[config.mk]
export PLATFORM = sky130hd
export DESIGN_NAME = l2_mem_arbiter
export DESIGN_NICKNAME = d
export VERILOG_FILES = /design/src/rtl/l2_mem_arb_pkg.sv /design/src/rtl/l2_mem_arb_pick.sv /design/src/rtl/l2_mem_arbiter.sv
export SDC_FILE = /design/constraint.sdc
export NUM_CORES = 1
export LEC_CHECK = 0
export CORE_AREA = 4 4 330 332
export CTS_BUF_LIST = sky130_fd_sc_hd__clkbuf_4
export DETAILED_ROUTE_END_ITERATION = 6
export DIE_AREA = 0 0 334 336
export GPL_TIMING_DRIVEN = 0
export MAX_ROUTING_LAYER = met4
export SLEW_MARGIN = 20
export SYNTH_ARGS = -nofsm -noshare
export SYNTH_HDL_FRONTEND = slang
export SYNTH_SLANG_ARGS = --single-unit
[constraint.sdc]
create_clock -name clk -period 1.9 [get_ports clk]
set_clock_uncertainty 0.15 [all_clocks]
set_input_delay 0.38 -clock clk [delete_from_list [all_inputs] [get_ports clk]]
set_output_delay 0.38 -clock clk [all_outputs]
set_load 0.1 [all_outputs]
[src/rtl/l2_mem_arb_pkg.sv]
// Shared types and defaults for the L2 slow-memory arbiter.
//   arb_state_e : controller states (IDLE / BUSY / DONE)
//   owner_e     : which L2 side owns the shared port (OWN_I=0, OWN_D=1)
//   ADDR_W_DEF / BLOCK_W_DEF : default block address and block data widths
package l2_mem_arb_pkg;

  localparam int ADDR_W_DEF  = 28;
  localparam int BLOCK_W_DEF = 128;

  typedef enum logic [1:0] {
    ST_IDLE = 2'd0,
    ST_BUSY = 2'd1,
    ST_DONE = 2'd2
  } arb_state_e;

  typedef enum logic {
    OWN_I = 1'b0,
    OWN_D = 1'b1
  } owner_e;

endpackage

[src/rtl/l2_mem_arb_pick.sv]
// Winner selection for the L2 memory arbiter (purely combinational).
//   i_req_i, d_req_i : side has read|write asserted
//   last_owner_i     : side served by the previous completed access
//   grant_vld_o      : at least one side is requesting
//   winner_o         : side to be granted this cycle
// FIXED_PRIO != 0 makes D win every tie; otherwise ties alternate away
// from the last owner.
module l2_mem_arb_pick
  import l2_mem_arb_pkg::*;
#(
  parameter int FIXED_PRIO = 0
) (
  input  logic   i_req_i,
  input  logic   d_req_i,
  input  owner_e last_owner_i,
  output logic   grant_vld_o,
  output owner_e winner_o
);

  always_comb begin
    grant_vld_o = i_req_i | d_req_i;
    winner_o    = OWN_I;
    if (d_req_i && !i_req_i) begin
      winner_o = OWN_D;
    end else if (d_req_i && i_req_i) begin
      if (FIXED_PRIO != 0) begin
        winner_o = OWN_D;
      end else begin
        winner_o = (last_owner_i == OWN_I) ? OWN_D : OWN_I;
      end
    end
  end

endmodule

[src/rtl/l2_mem_arbiter.sv]
// Arbiter sharing one slow-memory block port between the I-side and D-side
// L2 caches. One access is in flight at a time: the winning request is
// registered in IDLE, driven onto the memory port during BUSY, and its
// completion is signalled with a one-cycle ready in DONE.
//   clk, proc_reset            : clock, synchronous active-high reset
//   i_read/i_write/i_addr/i_wdata -> i_rdata/i_ready : I-side private port
//   d_read/d_write/d_addr/d_wdata -> d_rdata/d_ready : D-side private port
//   mem_read/mem_write/mem_addr/mem_wdata            : shared memory request
//   mem_rdata/mem_ready                               : shared memory response
module l2_mem_arbiter
  import l2_mem_arb_pkg::*;
#(
  parameter int FIXED_PRIO = 0,
  parameter int ADDR_W     = ADDR_W_DEF,
  parameter int BLOCK_W    = BLOCK_W_DEF
) (
  input  logic               clk,
  input  logic               proc_reset,
  input  logic               i_read,
  input  logic               i_write,
  input  logic [ADDR_W-1:0]  i_addr,
  input  logic [BLOCK_W-1:0] i_wdata,
  output logic [BLOCK_W-1:0] i_rdata,
  output logic               i_ready,
  input  logic               d_read,
  input  logic               d_write,
  input  logic [ADDR_W-1:0]  d_addr,
  input  logic [BLOCK_W-1:0] d_wdata,
  output logic [BLOCK_W-1:0] d_rdata,
  output logic               d_ready,
  output logic               mem_read,
  output logic               mem_write,
  output logic [ADDR_W-1:0]  mem_addr,
  output logic [BLOCK_W-1:0] mem_wdata,
  input  logic [BLOCK_W-1:0] mem_rdata,
  input  logic               mem_ready
);

  arb_state_e         state_q;
  owner_e             owner_q;
  owner_e             last_owner_q;
  logic               mem_read_q;
  logic               mem_write_q;
  logic [ADDR_W-1:0]  addr_q;
  logic [BLOCK_W-1:0] wdata_q;
  logic [BLOCK_W-1:0] i_rdata_q;
  logic [BLOCK_W-1:0] d_rdata_q;
  logic               i_ready_q;
  logic               d_ready_q;

  logic               grant_vld;
  owner_e             winner;
  logic               win_wr;
  logic [ADDR_W-1:0]  win_addr;
  logic [BLOCK_W-1:0] win_wdata;

  l2_mem_arb_pick #(
    .FIXED_PRIO (FIXED_PRIO)
  ) u_pick (
    .i_req_i      (i_read | i_write),
    .d_req_i      (d_read | d_write),
    .last_owner_i (last_owner_q),
    .grant_vld_o  (grant_vld),
    .winner_o     (winner)
  );

  // A side asserting read and write together is served as a write.
  assign win_wr    = (winner == OWN_D) ? d_write : i_write;
  assign win_addr  = (winner == OWN_D) ? d_addr  : i_addr;
  assign win_wdata = (winner == OWN_D) ? d_wdata : i_wdata;

  always_ff @(posedge clk) begin
    if (proc_reset) begin
      state_q      <= ST_IDLE;
      owner_q      <= OWN_I;
      last_owner_q <= OWN_I;
      mem_read_q   <= 1'b0;
      mem_write_q  <= 1'b0;
      addr_q       <= '0;
      wdata_q      <= '0;
      i_rdata_q    <= '0;
      d_rdata_q    <= '0;
      i_ready_q    <= 1'b0;
      d_ready_q    <= 1'b0;
    end else begin
      case (state_q)
        ST_IDLE: begin
          i_ready_q <= 1'b0;
          d_ready_q <= 1'b0;
          if (grant_vld) begin
            owner_q     <= winner;
            addr_q      <= win_addr;
            wdata_q     <= win_wdata;
            mem_read_q  <= ~win_wr;
            mem_write_q <= win_wr;
            state_q     <= ST_BUSY;
          end
        end
        ST_BUSY: begin
          // mem_write_q still holds the latched op on the completing cycle.
          if (mem_ready) begin
            mem_read_q  <= 1'b0;
            mem_write_q <= 1'b0;
            if (owner_q == OWN_D) begin
              d_ready_q <= 1'b1;
              if (!mem_write_q) d_rdata_q <= mem_rdata;
            end else begin
              i_ready_q <= 1'b1;
              if (!mem_write_q) i_rdata_q <= mem_rdata;
            end
            state_q <= ST_DONE;
          end
        end
        ST_DONE: begin
          i_ready_q    <= 1'b0;
          d_ready_q    <= 1'b0;
          last_owner_q <= owner_q;
          state_q      <= ST_IDLE;
        end
        default: begin
          state_q <= ST_IDLE;
        end
      endcase
    end
  end

  assign mem_read  = mem_read_q;
  assign mem_write = mem_write_q;
  assign mem_addr  = addr_q;
  assign mem_wdata = wdata_q;
  assign i_rdata   = i_rdata_q;
  assign d_rdata   = d_rdata_q;
  assign i_ready   = i_ready_q;
  assign d_ready   = d_ready_q;

endmodule

==> results of run 1 <==
-- worst max path at each step --
stage | start | end | slack, ns | cells after the start
finish | state_q[1] | d_rdata[84] | -0.20 | 8
global route | i_rdata[98] | i_rdata[98] | -0.35 | 1
CTS | d_rdata[94] | d_rdata[94] | -0.38 | 1
detailed placement | d_write | mem_addr[11] | -1.36 | 6
global placement | d_write | mem_wdata[4] | -1.32 | 7
floorplan | mem_write | i_rdata[100] | 0.07 | 5
-- power breakdown --
group | total, mW | leakage (nW) | internal, mW | switching, mW
Combinational | 11.8 | 10.8 | 4.84 | 6.93
Sequential | 10.1 | 3.65 | 9.39 | 0.715
Clock | 8.67 | 0.898 | 4.29 | 4.39
Total | 30.5 | 15.3 | 18.5 | 12.0
-- layout make-up --
class | instances | area, sq um | share of cell area (%)
sequential | 420 | 9270 | 22.4
antenna | 17 | 42.5 | 0.103
tap | 1403 | 1760 | 4.25
timing repair buffer | 1437 | 18700 | 45.3
inverter | 2 | 7.51 | 0.0182
clock buffer | 176 | 1320 | 3.20
multi-input combinational | 1429 | 8520 | 20.6
buffer | 166 | 1500 | 3.63
clock inverter | 32 | 189 | 0.457
-- cells in the mapped netlist (2+ instances only) --
cell	n	area, sq um
sky130_fd_sc_hd__clkbuf_1	81	304
sky130_fd_sc_hd__buf_1	2	7.51
sky130_fd_sc_hd__buf_8	9	135
sky130_fd_sc_hd__inv_1	2	7.51
sky130_fd_sc_hd__buf_6	13	146
sky130_fd_sc_hd__dfxtp_1	420	8410
sky130_fd_sc_hd__nor2b_1	2	12.5
sky130_fd_sc_hd__a21oi_1	405	2030
sky130_fd_sc_hd__nor2_1	162	608
sky130_fd_sc_hd__o21ai_0	3	15.0
sky130_fd_sc_hd__nand2b_1	5	31.3
sky130_fd_sc_hd__a21oi_2	10	87.6
sky130_fd_sc_hd__nand2_1	670	2510
sky130_fd_sc_hd__a211oi_1	56	420
sky130_fd_sc_hd__a211oi_2	100	1250
sky130_fd_sc_hd__buf_2	63	315
sky130_fd_sc_hd__buf_4	4	30.0
-- stage by stage --
stage / util, % / instance area (sq um) / power [mW] / hold WS (ns) / instances
finish: 38.9 / 41300 / 30.5 / 0.205 / 5082
global route: 38.9 / 41300 / 31.6 / 0.109 / 5081
CTS: 36.2 / 38400 / 29.8 / 0.0156 / 4980
detailed placement: 25.2 / 26800 / 18.4 / 0.296 / 4288
global placement: 25.3 / 26800 / 18.4 / 0.291 / 4288
floorplan: - / 16500 / 15.4 / 0.322 / 2024
-- flip-flops by register name, indices dropped and copies added, names as in the netlist --
signal / flops
d_rdata: 128
i_rdata: 128
mem_wdata: 128
mem_addr: 28
state_q: 2
d_ready: 1
i_ready: 1
last_owner_q: 1
mem_read: 1
mem_write: 1
owner_q: 1
-- layer usage --
| metal | track usage [%] | vias to the layer above | wire [microns] |
|---|---|---|---|
| met2 | 29.7 | 1229 | 53500 |
| met4 | 7.42 | 0 | 5260 |
| li1 | - | 9970 | - |
| met1 | 19.7 | 10700 | 42900 |
| met3 | 6.15 | 353 | 10100 |
| met5 | - | - | 0 |
-- cells by family after synthesis --
logic type,count (synthesis)
compound gates,580
buf+inv,175
flops,420
simple gates,849
-- worst min-delay path: cells and delay by family --
| family | cells | cell delay (ns) |
|---|---|---|
| compound gates | 1 | 0.11 |
| buf+inv | 1 | 0.53 |
| simple gates | 2 | 0.23 |
-- repair_timing --
action / CTS / global route
hold buffers: 442 / 0
gates resized for setup: 4313 / 500
setup endpoints to repair: 809 / 788
buffers inserted: 39 / 69
cloned: 5 / 22
endpoints found under the hold margin: 416 / 0
pin swaps: 4 / 126
==> qor.txt, run 1 <==
CRITICAL PATH
--------------------------------------------------------------------------------
Worst reg-to-reg setup slack                                            -0.20 ns
Crit path largest cell delay                                             0.62 ns
Cell seen most often among critical-path stages                     sky130_fd_sc_hd__buf_6
Highest net fanout along the worst path                                        5
Crit Path Class                                                     flip-flop to flip-flop
FF-to-FF End                                                         d_rdata[84]
R2R depth                                                                      8
Critical path capture point type                                       flip-flop
Cell chain of the critical path                                     buf_6 -> buf_6 -> or4b_4 -> buf_12 -> buf_6 -> buf_12 -> nand2_1 -> a21oi_1
Buf+Inv Stages, Crit Path                                                      5
Data arrival time of the critical path                                   2.77 ns
Critical path data required time                                         2.57 ns
Worst reg2reg path startpoint                                         state_q[1]
Cell family contributing the most delay on the critical path        simple AND/OR/NAND/NOR gates
Startpoint Class                                                       flip-flop
Worst path slowest cell                                             sky130_fd_sc_hd__or4b_4

STA
--------------------------------------------------------------------------------
Tcrit/Tclk final                                                            111%
Worst Tran Pin Value                                                     1.13 ns
Final worst path period need                                             2.10 ns
Final setup slack of the worst path                                    -0.204 ns
Final number of setup-violating endpoints                                    691
Maximum operating frequency                                              475 MHz
Number of hold violations in the final report                                  0
Tightest slew margin relative to the limit                                 24.7%
Setup_tns                                                              -65.29 ns
RSZ-0062 raised after global routing                                         yes
Number of pins exceeding their max-slew limit in the final report              0

FLOW RUN
--------------------------------------------------------------------------------
Max-cap violation count                                                        0

DETAILED ROUTING
--------------------------------------------------------------------------------
DR DRC count                                                                   0
Routed WL                                                           112000 microns
Number of DRC markers after the initial detailed-route iteration            1432
Routed vias/inst                                                            4.38
Number of nets with antenna violations after routing                           0
Detailed-route via count                                                   22200
Router iterations before antenna repair                                        6
Average wire length per cell after detail routing                   22.0 microns

CELLS AND AREA
--------------------------------------------------------------------------------
Nets@finish                                                                 4022
Commonest non-fill, non-tap cell in the layout                      sky130_fd_sc_hd__nand2_1
Commonest cells after routing, fill and taps aside                  sky130_fd_sc_hd__nand2_1, sky130_fd_sc_hd__clkdlybuf4s50_1, sky130_fd_sc_hd__dlygate4sd3_1
Proportion of layout cells with a drive suffix above 1                     43.8%
FILL cells                                                                  9584
Area growth from synthesis to final layout                                  151%

FLOORPLAN
--------------------------------------------------------------------------------
Die Ht                                                               336 microns
Number of top-level pins                                                     863
Area of the die                                                     112000 sq um
Total core area                                                     106000 sq um
Effective utilization at floorplan                                         15.5%
X dimension of the die                                               334 microns
Count of standard-cell rows                                                  120

SYNTH
--------------------------------------------------------------------------------
Compound-Gate Fraction of Synth Area                                       23.4%
Most used DFF post-synth                                            sky130_fd_sc_hd__dfxtp_1
Mapped Avg Cell Area                                                  8.14 sq um
Number of enable-type register cells in the synthesized netlist                0
Proportion of synthesized area in mux cells                                   0%
Xor and xnor area share after synthesis                                       0%
Warnings, synthesis                                                            0
Portion of the post-synthesis area used by sequential elements             51.0%
FFs w/ async S/R, synth                                                       0%
Netlist area before placement                                        16500 sq um
Synthesized net count                                                       2471
Flip-flop and latch count after synthesis                                    420
Post-synth cell types                                                         34
Synthesized instance count                                                  2024
Area share of and/or/nand/nor cells after synthesis                        19.7%
Main combinational cell family by area after synthesis              compound AO/OA/AOI/OAI gates
Adder-cell area share of the yosys netlist                                    0%

WORST HOLD PATH
--------------------------------------------------------------------------------
Worst hold path stage count                                                    4
Class of the worst hold path                                        primary input to flip-flop
Startpoint of the most critical hold path                              mem_ready
Capture endpoint of the worst hold path                                 mem_read

GLOBAL ROUTE
--------------------------------------------------------------------------------
Grt ovf                                                                        0
Number of antenna violations at the first check in global routing             18
Vias in the first global route                                             23000
Global-route usage over all layers                                         17.9%
Wire length of the first global-routing pass                        147000 microns
Largest net degree at the start of global routing                             23

CLOCKING
--------------------------------------------------------------------------------
Worst-path clk slew                                                      0.07 ns
Skew-Pair Late Insertion Delay                                           0.93 ns
TritonCTS sink count                                                         420
Number of buffers inserted during clock tree synthesis                       119
Maximum root-to-sink buffer count                                              3
CTS H-Tree Depth                                                               3
Clock tree from TritonCTS                                                   done
CTS root buffer                                                     sky130_fd_sc_hd__clkbuf_4

POWER AND IR DROP
--------------------------------------------------------------------------------
Leak                                                                     15.3 nW
Power Density                                                        739 nW/um^2
Maximum resistive drop on vdd                                           0.524 mV

PLACED DESIGN
--------------------------------------------------------------------------------
Port buffer count                                                            861
Worst setup timing slack at the placement stage                         -1.36 ns
Final RePlAce weighted congestion                                          0.937
DP HPWL                                                             72800 microns

OUTCOME
--------------------------------------------------------------------------------
Run status                                                          finished with violations
Violated checks                                                     negative setup slack

No activity file was read; power rests on OpenSTA's default activity.
==> run 2: changes to the inputs <==
clock period = 2.5 ns   (was 1.9 ns; I/O delays follow)
==> qor.txt, run 2 (synthesis gave the netlist of run 1 again) <==
CLOCKING
--------------------------------------------------------------------------------
CTS H-Tree Depth                                                               3   unchanged
CTS root buffer                                                     sky130_fd_sc_hd__clkbuf_4   unchanged
Maximum root-to-sink buffer count                                              3   unchanged
Worst-path clk slew                                                      0.08 ns   was 0.07 ns
Skew-Pair Late Insertion Delay                                           0.92 ns   was 0.93 ns
Number of buffers inserted to repair setup after CTS                           0   was 39
Clock tree from TritonCTS                                                   done   unchanged
Number of buffers inserted during clock tree synthesis                       115   was 119
TritonCTS sink count                                                         420   unchanged

FLOW RUN
--------------------------------------------------------------------------------
Max-cap violation count                                                        0   unchanged

CRITICAL PATH
--------------------------------------------------------------------------------
Highest net fanout along the worst path                                       10   was 5
FF-to-FF End                                                        mem_wdata[111]   was d_rdata[84]
Critical path capture point type                                       flip-flop   unchanged
Startpoint Class                                                    primary input   was flip-flop
Worst reg-to-reg setup slack                                             0.13 ns   was -0.20 ns
R2R depth                                                                      6   was 8
Data arrival time of the critical path                                   3.07 ns   was 2.77 ns
Worst reg2reg path startpoint                                         state_q[1]   unchanged
Critical path data required time                                         3.08 ns   was 2.57 ns
Crit Path Class                                                     primary input to flip-flop   was flip-flop to flip-flop

CELLS AND AREA
--------------------------------------------------------------------------------
Proportion of layout cells with a drive suffix above 1                     23.3%   was 43.8%
Nets@finish                                                                 3882   was 4022
FILL cells                                                                 11300   was 9584
Commonest cells after routing, fill and taps aside                  sky130_fd_sc_hd__nand2_1, sky130_fd_sc_hd__clkdlybuf4s50_1, sky130_fd_sc_hd__dlygate4sd3_1   unchanged
Commonest non-fill, non-tap cell in the layout                      sky130_fd_sc_hd__nand2_1   unchanged
Utilization of the core after routing                                      29.9%   was 38.9%
Area growth from synthesis to final layout                                 93.0%   was 151%

STA
--------------------------------------------------------------------------------
Worst Tran Pin Value                                                     1.02 ns   was 1.13 ns
Number of pins exceeding their max-slew limit in the final report              0   unchanged
Tcrit/Tclk final                                                           99.6%
Final number of setup-violating endpoints                                      0   was 691
Number of hold violations in the final report                                  0   unchanged
Final worst path period need                                             2.49 ns
RSZ-0062 raised after global routing                                          no   was yes
Tightest slew margin relative to the limit                                 31.8%   was 24.7%
Maximum operating frequency                                              402 MHz

DETAILED ROUTING
--------------------------------------------------------------------------------
DR DRC count                                                                   0   unchanged
Number of nets with antenna violations after routing                           0   unchanged
Detailed-route via count                                                   20400   was 22200
Number of DRC markers after the initial detailed-route iteration            1009   was 1432
Routed WL                                                           94300 microns   was 112000 microns
Routed vias/inst                                                            4.13   was 4.38
Average wire length per cell after detail routing                   19.1 microns   was 22.0 microns
Router iterations before antenna repair                                        5   was 6

POWER AND IR DROP
--------------------------------------------------------------------------------
Overall Power                                                            20.9 mW   was 30.5 mW
Combinational Power Share                                                  33.4%   was 38.5%
P_sw                                                                     8.38 mW   was 12.0 mW
Sw Ratio                                                                   40.1%   was 39.4%
Leak                                                                     12.5 nW   was 15.3 nW
Sequential cell fraction of total power                                    35.5%   was 33.1%
Maximum resistive drop on vdd                                           0.423 mV   was 0.524 mV
Clock network fraction of design power                                     31.2%   was 28.4%
Internal power consumption                                               12.5 mW   was 18.5 mW
Power Density                                                        658 nW/um^2   was 739 nW/um^2

FLOORPLAN
--------------------------------------------------------------------------------
X dimension of the die                                               334 microns   unchanged
Count of standard-cell rows                                                  120   unchanged
Number of top-level pins                                                     863   unchanged
Area of the die                                                     112000 sq um   unchanged
Total core area                                                     106000 sq um   unchanged
Die Ht                                                               336 microns   unchanged
Effective utilization at floorplan                                         15.5%   unchanged

GLOBAL ROUTE
--------------------------------------------------------------------------------
Grt ovf                                                                        0   unchanged
Vias in the first global route                                             20900   was 23000
Global-route usage over all layers                                         16.3%   was 17.9%
Number of antenna violations at the first check in global routing             13   was 18
Largest net degree at the start of global routing                             22   was 23
Wire length of the first global-routing pass                        134000 microns   was 147000 microns

WORST HOLD PATH
--------------------------------------------------------------------------------
Class of the worst hold path                                        primary input to flip-flop   unchanged
Capture endpoint of the worst hold path                             mem_wdata[58]   was mem_read
Startpoint of the most critical hold path                            d_wdata[58]   was mem_ready
Worst hold path stage count                                                    3   was 4

PLACED DESIGN
--------------------------------------------------------------------------------
Final RePlAce weighted congestion                                          0.918   was 0.937
Port buffer count                                                            861   unchanged
DP HPWL                                                             72100 microns   was 72800 microns

OUTCOME
--------------------------------------------------------------------------------
Run status                                                          finished, final reports clean   was finished with violations

-- run 2: changes by cell type in the layout (fill, tap and decap cells not counted), moves of 52 or more --
cell and change:
sky130_fd_sc_hd__buf_12 -440, sky130_fd_sc_hd__dfxtp_2 -277, sky130_fd_sc_hd__nand2_4 -52, sky130_fd_sc_hd__dfxtp_1 +413, sky130_fd_sc_hd__buf_4 +231, sky130_fd_sc_hd__dfxtp_4 -136, sky130_fd_sc_hd__nand2_1 +61, sky130_fd_sc_hd__buf_2 +83
sky130_fd_sc_hd__a21oi_2 -83, sky130_fd_sc_hd__a21oi_1 +133
-- run 2: metrics by stage --
step / setup slack [ns] / instances / instance area [sq um] / setup TNS (ns) / hold WS [ns]
6_report: 0.0106 / 4935 / 31800 / 0 / 0.189
5_1_grt: 0.0133 / 4934 / 31800 / 0 / 0.0667
4_1_cts: 0.000250 / 4923 / 31700 / 0 / 0.00218
3_5_place_dp: -0.706 / 4288 / 26800 / -145.51 / 0.296
3_3_place_gp: -0.700 / 4288 / 26800 / -164.59 / 0.291
2_1_floorplan: 0.334 / 2024 / 16500 / 0 / 0.322
-- run 2: worst max-delay path, stage by stage --
cell	delay (ns)
sky130_fd_sc_hd__dlygate4sd3_1	0.54
sky130_fd_sc_hd__clkdlybuf4s50_1	0.59
sky130_fd_sc_hd__nand2_2	0.11
sky130_fd_sc_hd__or4_1	0.44
sky130_fd_sc_hd__clkbuf_2	0.36
sky130_fd_sc_hd__buf_2	0.34
sky130_fd_sc_hd__nand2_1	0.09
sky130_fd_sc_hd__a21oi_1	0.06
-- run 2: per-layer routing --
metal,global-route usage (%),part of all wire [%]
met5,-,0
met4,7.03,3.9
met3,4.82,8.7
met2,27.0,48
met1,18.4,40
-- run 2: how the worst max path moves through the flow --
stage          depth (start not counted)           from  slack [ns]        endpoint
2_1_floorplan                          5      mem_write        0.33    i_rdata[100]
5_1_grt                                1   mem_addr[19]        0.01    mem_addr[19]
3_3_place_gp                           7         d_read       -0.70     mem_addr[9]
6_report                               8      mem_ready        0.01     i_rdata[19]
3_5_place_dp                           7         d_read       -0.71  mem_wdata[127]
4_1_cts                                1  mem_wdata[52]      0.0002   mem_wdata[52]
-- run 2: area by class of cell --
class | count | area, sq um | area share (%)
Timing Repair Buffer | 1294 | 12000 | 37.8
Antenna cell | 12 | 30.0 | 0.0945
Clock inverter | 25 | 163 | 0.512
Multi-Input combinational cell | 1429 | 7100 | 22.3
Inverter | 2 | 7.51 | 0.0236
Clock buffer | 177 | 1330 | 4.18
Buffer | 173 | 968 | 3.05
Tap cell | 1403 | 1760 | 5.52
Sequential cell | 420 | 8420 | 26.5
-- run 2: power by group through the flow --
stage / sequential [mW] / combinational [mW] / clock (mW)
after floorplan: 10.4 / 1.30 / 0
after global placement: 7.52 / 6.48 / 0
after CTS: 7.41 / 6.98 / 6.75
final: 7.43 / 6.98 / 6.52
after global routing: 7.46 / 7.26 / 7.11
after detailed placement: 7.53 / 6.46 / 0
-- run 2: repair_timing --
item / CTS / global route
gates resized for setup: 2431 / 7
hold buffers: 433 / 0
cloned: 0 / 0
pin swaps: 0 / 0
endpoints found under the setup margin: 428 / 15
endpoints found under the hold margin: 412 / 0
==> run 3: changes to the inputs <==
CORE_AREA = 2 2 338 340   (was 4 4 330 332)
DIE_AREA = 0 0 340 342   (was 0 0 334 336)
==> qor.txt, run 3 (synthesis gave the netlist of run 1 again) <==
POWER AND IR DROP
--------------------------------------------------------------------------------
Maximum resistive drop on vdd                                           0.444 mV   was 0.423 mV
P_sw                                                                     8.52 mW   was 8.38 mW
Internal power consumption                                               12.7 mW   was 12.5 mW
Leak                                                                     12.5 nW   about the same
Clock network fraction of design power                                     32.0%   was 31.2%
Combinational Power Share                                                  33.0%   was 33.4%
Sequential cell fraction of total power                                    35.1%   was 35.5%
Power Density                                                        665 nW/um^2   was 658 nW/um^2
Sw Ratio                                                                   40.1%   about the same

CLOCKING
--------------------------------------------------------------------------------
Maximum root-to-sink buffer count                                              3   unchanged
TritonCTS sink count                                                         420   unchanged
Clock tree from TritonCTS                                                   done   unchanged
Number of buffers inserted during clock tree synthesis                       118   was 115
CTS H-Tree Depth                                                               3   unchanged
CTS root buffer                                                     sky130_fd_sc_hd__clkbuf_4   unchanged
Skew-Pair Late Insertion Delay                                           0.93 ns   was 0.92 ns
Worst-path clk slew                                                      0.06 ns   was 0.08 ns

DETAILED ROUTING
--------------------------------------------------------------------------------
DR DRC count                                                                   0   unchanged
Routed vias/inst                                                            4.07   was 4.13
Number of DRC markers after the initial detailed-route iteration            1124   was 1009
Average wire length per cell after detail routing                   19.0 microns   was 19.1 microns
Routed WL                                                           96000 microns   was 94300 microns
Highest layer used for signal routing                                       met4   unchanged
Number of nets with antenna violations after routing                           0   unchanged
Router iterations before antenna repair                                        7   was 5
Length of routed wiring on met1                                     38700 microns   was 37700 microns
Detailed-route via count                                                   20600   was 20400
Met2 WL                                                             44400 microns   was 44800 microns
Routed length on met3                                               9230 microns   was 8170 microns

WORST HOLD PATH
--------------------------------------------------------------------------------
Startpoint of the most critical hold path                             proc_reset   was d_wdata[58]
Class of the worst hold path                                        primary input to flip-flop   unchanged
Capture endpoint of the worst hold path                                 mem_read   was mem_wdata[58]
Worst hold path stage count                                                    3   unchanged

CRITICAL PATH
--------------------------------------------------------------------------------
Launch point of the worst path                                         mem_ready   unchanged
Critical path data required time                                         3.14 ns   was 3.08 ns
Data arrival time of the critical path                                   3.13 ns   was 3.07 ns
Highest net fanout along the worst path                                       10   unchanged
Crit Path Class                                                     primary input to flip-flop   unchanged
R2R depth                                                                      6   unchanged
Critical path capture point type                                       flip-flop   unchanged
Worst reg-to-reg setup slack                                             0.09 ns   was 0.13 ns
FF-to-FF End                                                        mem_wdata[117]   was mem_wdata[111]
Startpoint Class                                                    primary input   unchanged
Worst reg2reg path startpoint                                       last_owner_q   was state_q[1]

CELLS AND AREA
--------------------------------------------------------------------------------
Area of the multi-input gates                                         7100 sq um   unchanged
Nets@finish                                                                 3877   was 3882
FILL cells                                                                 12100   was 11300
Commonest non-fill, non-tap cell in the layout                      sky130_fd_sc_hd__nand2_1   unchanged
Cell area after layout                                               31900 sq um   was 31800 sq um
Area growth from synthesis to final layout                                 94.0%   was 93.0%
Commonest cells after routing, fill and taps aside                  sky130_fd_sc_hd__nand2_1, sky130_fd_sc_hd__clkdlybuf4s50_1, sky130_fd_sc_hd__dlygate4sd3_1   unchanged
FF+latch area                                                         8410 sq um   was 8420 sq um
Proportion of layout cells with a drive suffix above 1                     23.5%   was 23.3%

STA
--------------------------------------------------------------------------------
Worst Hold Margin                                                      0.0914 ns   was 0.189 ns
Final number of setup-violating endpoints                                      0   unchanged
Final worst path period need                                             2.48 ns   was 2.49 ns
Setup_tns                                                                   0 ns   unchanged
Worst Tran Pin Value                                                    0.941 ns   was 1.02 ns
Number of hold violations in the final report                                  0   unchanged
Final setup slack of the worst path                                    0.0151 ns   was 0.0106 ns
Maximum operating frequency                                              402 MHz   about the same
RSZ-0062 raised after global routing                                         yes   was no
Number of pins exceeding their max-slew limit in the final report              0   unchanged
Tightest slew margin relative to the limit                                 37.3%   was 31.8%
Tcrit/Tclk final                                                           99.4%   was 99.6%

PLACED DESIGN
--------------------------------------------------------------------------------
Worst setup timing slack at the placement stage                        -0.983 ns   was -0.706 ns
Final RePlAce weighted congestion                                          0.919   was 0.918
Port buffer count                                                            861   unchanged
Dpl cell area                                                        26900 sq um   was 26800 sq um
DP HPWL                                                             73200 microns   was 72100 microns

FLOORPLAN
--------------------------------------------------------------------------------
Effective utilization at floorplan                                         14.6%   was 15.5%
Total core area                                                     113000 sq um   was 106000 sq um
X dimension of the die                                               340 microns   was 334 microns
Die Ht                                                               342 microns   was 336 microns
Count of standard-cell rows                                                  124   was 120
Area of the die                                                     116000 sq um   was 112000 sq um
Number of top-level pins                                                     863   unchanged

GLOBAL ROUTE
--------------------------------------------------------------------------------
Global-route usage over all layers                                         16.2%   was 16.3%
Grt ovf                                                                        0   unchanged
Wire length of the first global-routing pass                        137000 microns   was 134000 microns
Number of antenna violations at the first check in global routing             15   was 13
Largest net degree at the start of global routing                             22   unchanged
Vias in the first global route                                             21500   was 20900

FLOW RUN
--------------------------------------------------------------------------------
Max-cap violation count                                                        0   unchanged

OUTCOME
--------------------------------------------------------------------------------
Run status                                                          finished, final reports clean   unchanged

## run 3: changes by cell type in the layout (fill, tap and decap cells not counted), moves of 6 or more
cell	before	now
sky130_fd_sc_hd__clkbuf_4	177	186
sky130_fd_sc_hd__clkinv_2	3	9
sky130_fd_sc_hd__clkbuf_1	76	69
sky130_fd_sc_hd__clkinv_1	15	25
sky130_fd_sc_hd__dlygate4sd3_1	433	425
## run 3: metrics by stage
stage               util, %  total power [mW]  cells
CTS                    28.2              21.4   5038
floorplan                 -              11.7   2024
detailed placement     23.8              14.0   4397
global route           28.2              22.1   5053
finish                 28.2              21.2   5055
global placement       23.9              14.0   4397
## run 3: cell type report
| class | count | share of cell area, % |
|---|---|---|
| clock inverter | 43 | 0.909 |
| multi-input combinational | 1429 | 22.2 |
| antenna | 17 | 0.133 |
| timing repair buffer | 1286 | 37.3 |
| tap | 1512 | 5.92 |
| clock buffer | 173 | 4.07 |
| inverter | 2 | 0.0235 |
| buffer | 173 | 3.07 |
| sequential | 420 | 26.3 |
## run 3: worst max-delay path: stages
cell	delay (ns)
sky130_fd_sc_hd__dlygate4sd3_1	0.53
sky130_fd_sc_hd__clkdlybuf4s50_1	0.59
sky130_fd_sc_hd__nand2_2	0.11
sky130_fd_sc_hd__nor4b_2	0.37
sky130_fd_sc_hd__buf_4	0.36
sky130_fd_sc_hd__buf_2	0.34
sky130_fd_sc_hd__nand2_1	0.15
sky130_fd_sc_hd__a21oi_1	0.13
## run 3: worst max path at each step
| stage | endpoint | slack [ns] | cells after the start |
|---|---|---|---|
| after floorplan | i_rdata[100] | 0.33 | 5 |
| after global placement | mem_addr[2] | -0.96 | 6 |
| after detailed placement | mem_wdata[126] | -0.98 | 6 |
| after CTS | mem_wdata[49] | 0.0007 | 1 |
| after global routing | mem_wdata[35] | -0.03 | 1 |
| final | d_rdata[30] | 0.02 | 8 |
## run 3: what timing repair did
item | in CTS | in global routing
buffers inserted | 0 | 0
endpoints found under the setup margin | 486 | 56
hold endpoints to repair | 407 | 0
resized for setup | 2461 | 27
gates cloned | 0 | 0
hold buffers | 425 | 0
## run 3: power by group through the flow
stage                     registers (mW)  logic, mW  clock network, mW
final                               7.45       7.00               6.79
after global routing                7.47       7.28               7.37
after CTS                           7.43       6.97               7.01
after detailed placement            7.55       6.48                  0
after global placement              7.54       6.49                  0
after floorplan                     10.4       1.30                  0
## run 3: metal layers
metal  track usage [%]  vias to the layer above
met5                 -                        -
met1              18.7                     9582
met2              25.8                     1068
met3              5.25                      252
met4              6.98                        0
li1                  -                     9673
